`src/rtl/mem_access_unit.sv`:
```
// mem_access_unit: load/store front-end with sub-word read-modify-write and load extension
`ifndef RAM_ADDRESS_BITWIDTH
`define RAM_ADDRESS_BITWIDTH 16
`endif
module mem_access_unit #(
  parameter int ADDR_W = `RAM_ADDRESS_BITWIDTH
) (
  input  logic              clk,
  input  logic              rst,
  input  logic              req_valid,
  output logic              req_ready,
  input  logic              req_we,
  input  logic [1:0]        req_size,
  input  logic              req_unsigned,
  input  logic [ADDR_W-1:0] req_addr,
  input  logic [31:0]       req_wdata,
  output logic              resp_valid,
  output logic [31:0]       resp_rdata,
  output logic              resp_misalign,
  output logic              mem_wren,
  output logic [ADDR_W-1:0] mem_address,
  output logic [31:0]       mem_write_data,
  input  logic [31:0]       mem_rdata
);
  localparam logic [2:0] IDLE = 3'd0, RD = 3'd1, RD_WAIT = 3'd2, WR = 3'd3, DONE = 3'd4;
  logic [2:0] state;
  logic we_q, uns_q;
  logic [1:0] size_q, lane_q;
  logic [31:0] wdata_q;
  logic mis, word_st;
  logic [4:0] sh;
  logic [7:0] b;
  logic [15:0] h;
  logic [31:0] ext, mask, merged;
  assign req_ready = state == IDLE;
  // misalignment test on the incoming request, lane extraction/merge on the latched one
  always_comb begin
    mis = req_size == 2'b11 || (req_size == 2'b01 && req_addr[0]) || (req_size == 2'b10 && req_addr[1:0] != 2'b00);
    word_st = req_we && req_size == 2'b10;
    sh = {lane_q, 3'b000};
    b = mem_rdata[sh +: 8];
    h = mem_rdata[{lane_q[1], 4'b0000} +: 16];
    ext = size_q == 2'b00 ? {{24{b[7] & ~uns_q}}, b} : size_q == 2'b01 ? {{16{h[15] & ~uns_q}}, h} : mem_rdata;
    mask = (size_q == 2'b00 ? 32'h0000_00ff : 32'h0000_ffff) << sh;
    merged = (mem_rdata & ~mask) | ((wdata_q << sh) & mask);
  end
  // request sequencing: IDLE -> (RD -> RD_WAIT ->) (WR ->) DONE -> IDLE
  always_ff @(posedge clk) begin
    if (rst) begin
      state <= IDLE;
      mem_wren <= 1'b0;
      mem_address <= '0;
      mem_write_data <= '0;
      resp_valid <= 1'b0;
      resp_rdata <= '0;
      resp_misalign <= 1'b0;
      we_q <= 1'b0;
      uns_q <= 1'b0;
      size_q <= 2'b00;
      lane_q <= 2'b00;
      wdata_q <= '0;
    end else begin
      case (state)
        IDLE: if (req_valid) begin
          we_q <= req_we;
          size_q <= req_size;
          uns_q <= req_unsigned;
          lane_q <= req_addr[1:0];
          wdata_q <= req_wdata;
          if (mis) begin
            state <= DONE;
            resp_valid <= 1'b1;
            resp_misalign <= 1'b1;
            resp_rdata <= '0;
          end else begin
            state <= word_st ? WR : RD;
            mem_wren <= word_st;
            mem_address <= {req_addr[ADDR_W-1:2], 2'b00};
            mem_write_data <= word_st ? req_wdata : mem_write_data;
          end
        end
        RD: state <= RD_WAIT;
        RD_WAIT: if (we_q) begin
          mem_write_data <= merged;
          mem_wren <= 1'b1;
          state <= WR;
        end else begin
          resp_rdata <= ext;
          resp_misalign <= 1'b0;
          resp_valid <= 1'b1;
          state <= DONE;
        end
        WR: begin
          mem_wren <= 1'b0;
          resp_valid <= 1'b1;
          resp_rdata <= '0;
          resp_misalign <= 1'b0;
          state <= DONE;
        end
        DONE: begin
          resp_valid <= 1'b0;
          resp_misalign <= 1'b0;
          state <= IDLE;
        end
        default: state <= IDLE;
      endcase
    end
  end
endmodule

```
`config.mk`:
```
export PLATFORM = sky130hd
export DESIGN_NAME = mem_access_unit
export DESIGN_NICKNAME = d
export VERILOG_FILES = /design/src/rtl/mem_access_unit.sv
export SDC_FILE = /design/constraint.sdc
export NUM_CORES = 1
export LEC_CHECK = 0
export ABC_AREA = 0
export BUFFER_PORTS_ARGS = -buffer_cell sky130_fd_sc_hd__buf_2
export CAP_MARGIN = 20
export CORE_MARGIN = 3
export CORE_UTILIZATION = 30
export CTS_CLUSTER_DIAMETER = 60
export DETAILED_ROUTE_END_ITERATION = 8
export PLACE_DENSITY = 0.61
export SYNTH_ARGS = -nofsm -noshare
export SYNTH_HDL_FRONTEND = slang
export SYNTH_SLANG_ARGS = --single-unit
```
`constraint.sdc`:
```
create_clock -name clk -period 2.15 [get_ports clk]
set_input_delay 0.3225 -clock clk [delete_from_list [all_inputs] [get_ports clk]]
set_output_delay 0.3225 -clock clk [all_outputs]
set_load 0.01 [all_outputs]
```
* Word-level counts from Yosys, hierarchy flattened *
Index checks and enable logic that the tools add are counted.

word-level totals
  register bits after elaboration = 122
  bits in latches = 0
  RAM bits = 0
  memory bits (read-only) = 0
  memories = 0

cells by class
  add/subtract/negate cells = 0
  multiply operators = 0
  div/mod/pow operators = 0
  $lt $le $gt $ge = 0
  eq/ne operators = 14
  shifts and indexed selects = 4
  muxes and demuxes = 27
  bitwise gates (word level) = 8
  reductions and logical operators = 20

operator list
  kind                number
  $mux 32             9
  $pmux 32 s3         1
  $and 32x32->32      2
  $pmux 32 s2         1
  $not 32->32         1
  $or 32x32->32       1
  $shiftx 32x6->16    1
  $shiftx 32x6->8     1
  $shl 16x5->32       1
  $shl 32x5->32       1
  $mux 16             1
  $reduce_and 4->1    4
  $pmux 3 s4          1
  $mux 3              3
  $ne 2x2->1 const B  4
  $mux 1              7
  $eq 3x2->1 const B  2
  $pmux 1 s3          2
  $reduce_bool 3->1   2
  $reduce_and 5->1    1
  $eq 2x1->1 const B  2
  $eq 2x2->1 const B  2
  $ne 2x1->1 const B  2
  $pmux 1 s4          1
  other kinds (14)    20

* Logic depth before layout (Yosys ltp) *
  depth in word-level cells = 8
  gate-level depth with buffers = 7
  gate-level depth less buffers = 5

* Worst setup path before layout *
No wires, ideal clock.

  path kind = reg-to-reg
  start point = reg size_q[0]
  end point = reg resp_rdata[29]
  library setup time = 0.146 ns
  arrival = 1.606 ns
  data required time = 2.004 ns
  path slack = 0.398 ns
  cell stages (with the launch flop) = 7
  period minus slack after synthesis = 1.752 ns
  cell sequence = dfxtp_1 buf_6 or2_2 mux4_2 a21oi_4 buf_6 o32ai_1

between the ends
  longest elaborated chain between the ends = 5
  elaborated cells between the ends (all ways) = 6
  classes of those cells = eq/ne (1); mux (4); reduce/logical (1)

ends and longest elaborated chain
  what                    line  text
  start, declared         28    logic [1:0] size_q, lane_q;
  start signal, assigned  66    size_q <= req_size;
  $eq 2x1->1              43    ext = size_q == 2'b00 ? {{24{b[7] & ~uns_q}}, b} : size_q == 2'b01 ? {{16{h[15] & ~uns_q}}, h} : mem_rdata;
  $mux 32                 43
  $mux 32 (*)             43
  $mux 32 (*)             83    RD_WAIT: if (we_q) begin
  $pmux 32 s3 (*)         63    case (state)
  end signal, assigned    88    resp_rdata <= ext;
  end, declared           18    output logic [31:0] resp_rdata,

Mark *: on every way between the ends. The rest lies on a longest branch, timed or not. The select of a mux whose other input is x is not followed.
A chain may end at the register's enable or synchronous reset.

* Worst setup path after layout *
  start point = reg state[1]
  end point = reg mem_write_data[19]

between the ends
  longest elaborated chain between the ends = 3
  elaborated cells between the ends (all ways) = 9
  classes of those cells = eq/ne (5); mux (1); reduce/logical (3)

ends and longest elaborated chain
  what                                           line  text
  start, declared                                26    logic [2:0] state;
  start signal, assigned                         76    state <= word_st ? WR : RD;
  $eq 3x2->1 or $logic_not 3->1 (tied branches)  63
  $ne 2x2->1 (no line) (tied with other cells)   -
  $reduce_and 5->1 (no line)                     -
  end signal, assigned                           79    mem_write_data <= word_st ? req_wdata : mem_write_data;
  end signal, assigned                           84    mem_write_data <= merged;
  end, declared                                  22    output logic [31:0] mem_write_data,

Parallel ways exist; a longest one is shown, timed or not.

==> flow_metrics.tcl <==
set metrics [dict create \
    finClkSkew_ns 0.009497 \
    dp_hpwl_microns 14990 \
    synth_cells 651 \
    p_switching_uw 1580 \
    slew-limit-headroom 0.5871 \
    postCtsSetupBuffers 0 \
    finalSetupTns_ns 0 \
    grt_pass1_vias 5306 \
    port_buffers 168 \
    status "finished, final reports clean" \
    cts_buffers 9 \
    fp.dieH_microns 144.1 \
    die-area_sq_mm 0.02075 \
    path_class "flop to flop" \
    syn-cell-area_sq_mm 0.005718 \
    drive_above_1_share 0.3083 \
    ys_types 60 \
    cts-htree-levels 3 \
    gp_congestion 0.8843 \
    final_nets 880 \
    comb_power_share 0.238 \
    synthArstFlopShare 0 \
    synth-seq-area-share 0.3711 \
    synth_ff_type "dfxtp_1" \
    power.total_uw 4898 \
    seqPwrFrac 0.437 \
    ir_drop_uv 375.3 \
    end_kind "flop" \
    cp.arrival_ns 2.25 \
    grt_max_degree 55 \
    hp-class "input pin to flop" \
    cts_tree "done" \
    reg2reg_slack_ns 0.11 \
    num_vias 5612 \
    rows 49 \
    drt-total-wl_microns 20180 \
    cts.repair.resized 0 \
    first_iter_violations 463 \
    cap_violations 0 \
    firstDrtPassIters 5 \
    cts_num_sinks 106 \
    dp.cells 1010 \
    hold_slack_ns 0.1916 \
    path_max_fanout 17 \
    grt_first_pass_wirelength_microns 30620 \
    fin_cells 1027 \
    swShare 0.3225 \
    clock.fmax_mhz 490.8 \
    fp.dieW_microns 144.1 \
    io_pins 171 \
    worst_pin_slew_ns 0.6194 \
    cts.path.max_buffers 2 \
    diodes 0 \
    synth.avg_cell_area_sq_um 8.783 \
    wl_per_cell_microns 19.65 \
    synth_warnings 0 \
    antenna_found_initial 0 \
    gr-total-overflow 0 \
    track_usage 0.1898 \
    clk_latency_ns 0.35 \
    synth-edff-count 0 \
    clock_power_share 0.325 \
    cts.clk_slew.worst_paths_ns 0.08 \
    drtAntennaViolNets 0 \
    cp-start-kind "flop" \
    finalMaxSlewViolations 0 \
    hold_buffers 0 \
    core_area_sq_mm 0.01833 \
    rsz0062_at_grt "no" \
    synth_seq_cells 106 \
    cts_root_buf "clkbuf_16" \
    internal_power_uw 3319 \
    period_share 0.9478 \
    vias_per_cell 5.464 \
    drc_errors 0 \
    cp.required_ns 2.36 \
    post-route-min-period_ns 2.038 \
    setup_viol 0 \
    initial_core_util 0.3119 \
    hold_viol 0 \
    fill_cells 1859 \
    leakage_uw 0.002993 \
    area_growth_pct 23.87 \
    power_density_mw_per_mm2 691.6 \
]
synth_stat cells, types with 3 or more instances:
cell type | count | area share
and2_1 | 16 | 0.018
nor4_1 | 8 | 0.0088
a211oi_1 | 8 | 0.011
o32ai_1 | 9 | 0.014
o311ai_1 | 10 | 0.015
inv_1 | 31 | 0.020
o21ai_1 | 16 | 0.014
o32a_1 | 8 | 0.014
o21ai_0 | 14 | 0.012
buf_1 | 6 | 0.0039
mux4_2 | 9 | 0.035
o211ai_1 | 12 | 0.016
buf_4 | 6 | 0.0079
a221o_1 | 7 | 0.012
dfxtp_1 | 106 | 0.37
a31oi_1 | 17 | 0.019
or3_1 | 3 | 0.0033
nor2b_1 | 18 | 0.020
buf_6 | 6 | 0.012
nand2_1 | 63 | 0.041
mux2i_1 | 31 | 0.054
clkbuf_1 | 32 | 0.021
buf_2 | 16 | 0.014
o2bb2ai_1 | 15 | 0.023
a311o_1 | 8 | 0.014
o311ai_0 | 6 | 0.0092
nand2b_1 | 4 | 0.0044
o22ai_1 | 15 | 0.016
a22o_1 | 8 | 0.012
a21oi_1 | 40 | 0.035
a221oi_1 | 16 | 0.025
nor2_1 | 42 | 0.028
or2_2 | 3 | 0.0033
a21o_1 | 10 | 0.013
per-stage QoR:
step | cell area (sq um) | setup slack, ns | utilization
final | 7083 | 0.1123 | 0.3864
after CTS | 7072 | 0.01769 | 0.3858
after global placement | 6794 | 0.05835 | 0.3706
after floorplan | 5722 | 0.3984 | -
after global routing | 7083 | 0.007843 | 0.3864
after detailed placement | 6794 | 0.02902 | 0.3706
path summary, 6_finish.rpt:
check | endpoint | cells after the start | start
setup / recovery | mem_write_data[19] | 4 | state[1]
hold reg to reg | resp_rdata[26] | 2 | resp_rdata[26]
setup reg to reg | mem_write_data[19] | 4 | state[1]
hold / removal | mem_address[5] | 3 | req_addr[5]
placed cells by master, fill, tap and decap left out, types with 4 or more instances in the layout:
master       n
a22o_1       8
mux2i_1     31
o311ai_1    10
o211ai_1    12
buf_4       24
o21ai_0     14
o2bb2ai_1   15
o32ai_1      9
a21o_1      10
o22ai_1     15
nor4_1       8
and2_1      16
nor2_1      42
a311o_1      8
nand2_1     63
inv_1       31
a211oi_1     8
a221o_1      7
mux4_2       9
o21ai_1     14
a31oi_1     17
buf_12       5
buf_2      168
dfxtp_1    106
o32a_1       8
nand2b_1     4
o311ai_0     6
a21oi_1     40
a221oi_1    16
clkbuf_16    9
nor2b_1     18
cells by family (layout without fill, tap and decap cells):
family | Yosys count | in the layout | synth area share
AO/OA/AOI/OAI | 230 | 230 | 0.2956
buffers and inverters | 98 | 244 | 0.07987
flip-flops | 106 | 106 | 0.3711
multiplexers | 41 | 41 | 0.09168
other | 1 | 2 | 0.0006558
AND/OR/NAND/NOR | 175 | 175 | 0.1610
power groups by stage:
stage	registers [uW]	clock network, uW	logic, uW
floorplan	2180	0	725
global placement	2190	0	1150
detailed placement	2180	0	1150
CTS	2140	1640	1150
global route	2150	1710	1270
finish	2140	1590	1170
critical path, stage by stage, from the launching register on:
cell and delay [ns]:
dfxtp_1 0.55, or3b_2 0.57, o31a_2 0.28, nor3_4 0.35
a211oi_1 0.14
registers in the layout (all words and copies together) (netlist names):
name,cells
size_q,2
state,3
we_q,1
uns_q,1
wdata_q,16
lane_q,2
resp_rdata,32
mem_write_data,32
resp_misalign,1
mem_address,14
resp_valid,1
mem_wren,1
cell type report:
class	count	area [sq um]	area share
flip-flops and latches	106	2122	0.2996
inverters	31	116.4	0.01643
well taps	229	286.5	0.04045
clock inverters	7	52.55	0.007419
repair buffers	197	1121	0.1583
clock buffers	9	225.2	0.03180
multi-input cells	448	3159	0.4460
metal layers:
layer | vias to the layer above | GRT usage | routed length [microns]
li1 | 2715 | - | -
met1 | 2625 | 0.2666 | 9114
met2 | 254 | 0.2913 | 8918
met3 | 18 | 0.05688 | 1941
met4 | 0 | 0.03667 | 204
met5 | - | 0 | 0
No activity file was read; power rests on OpenSTA's default activity.
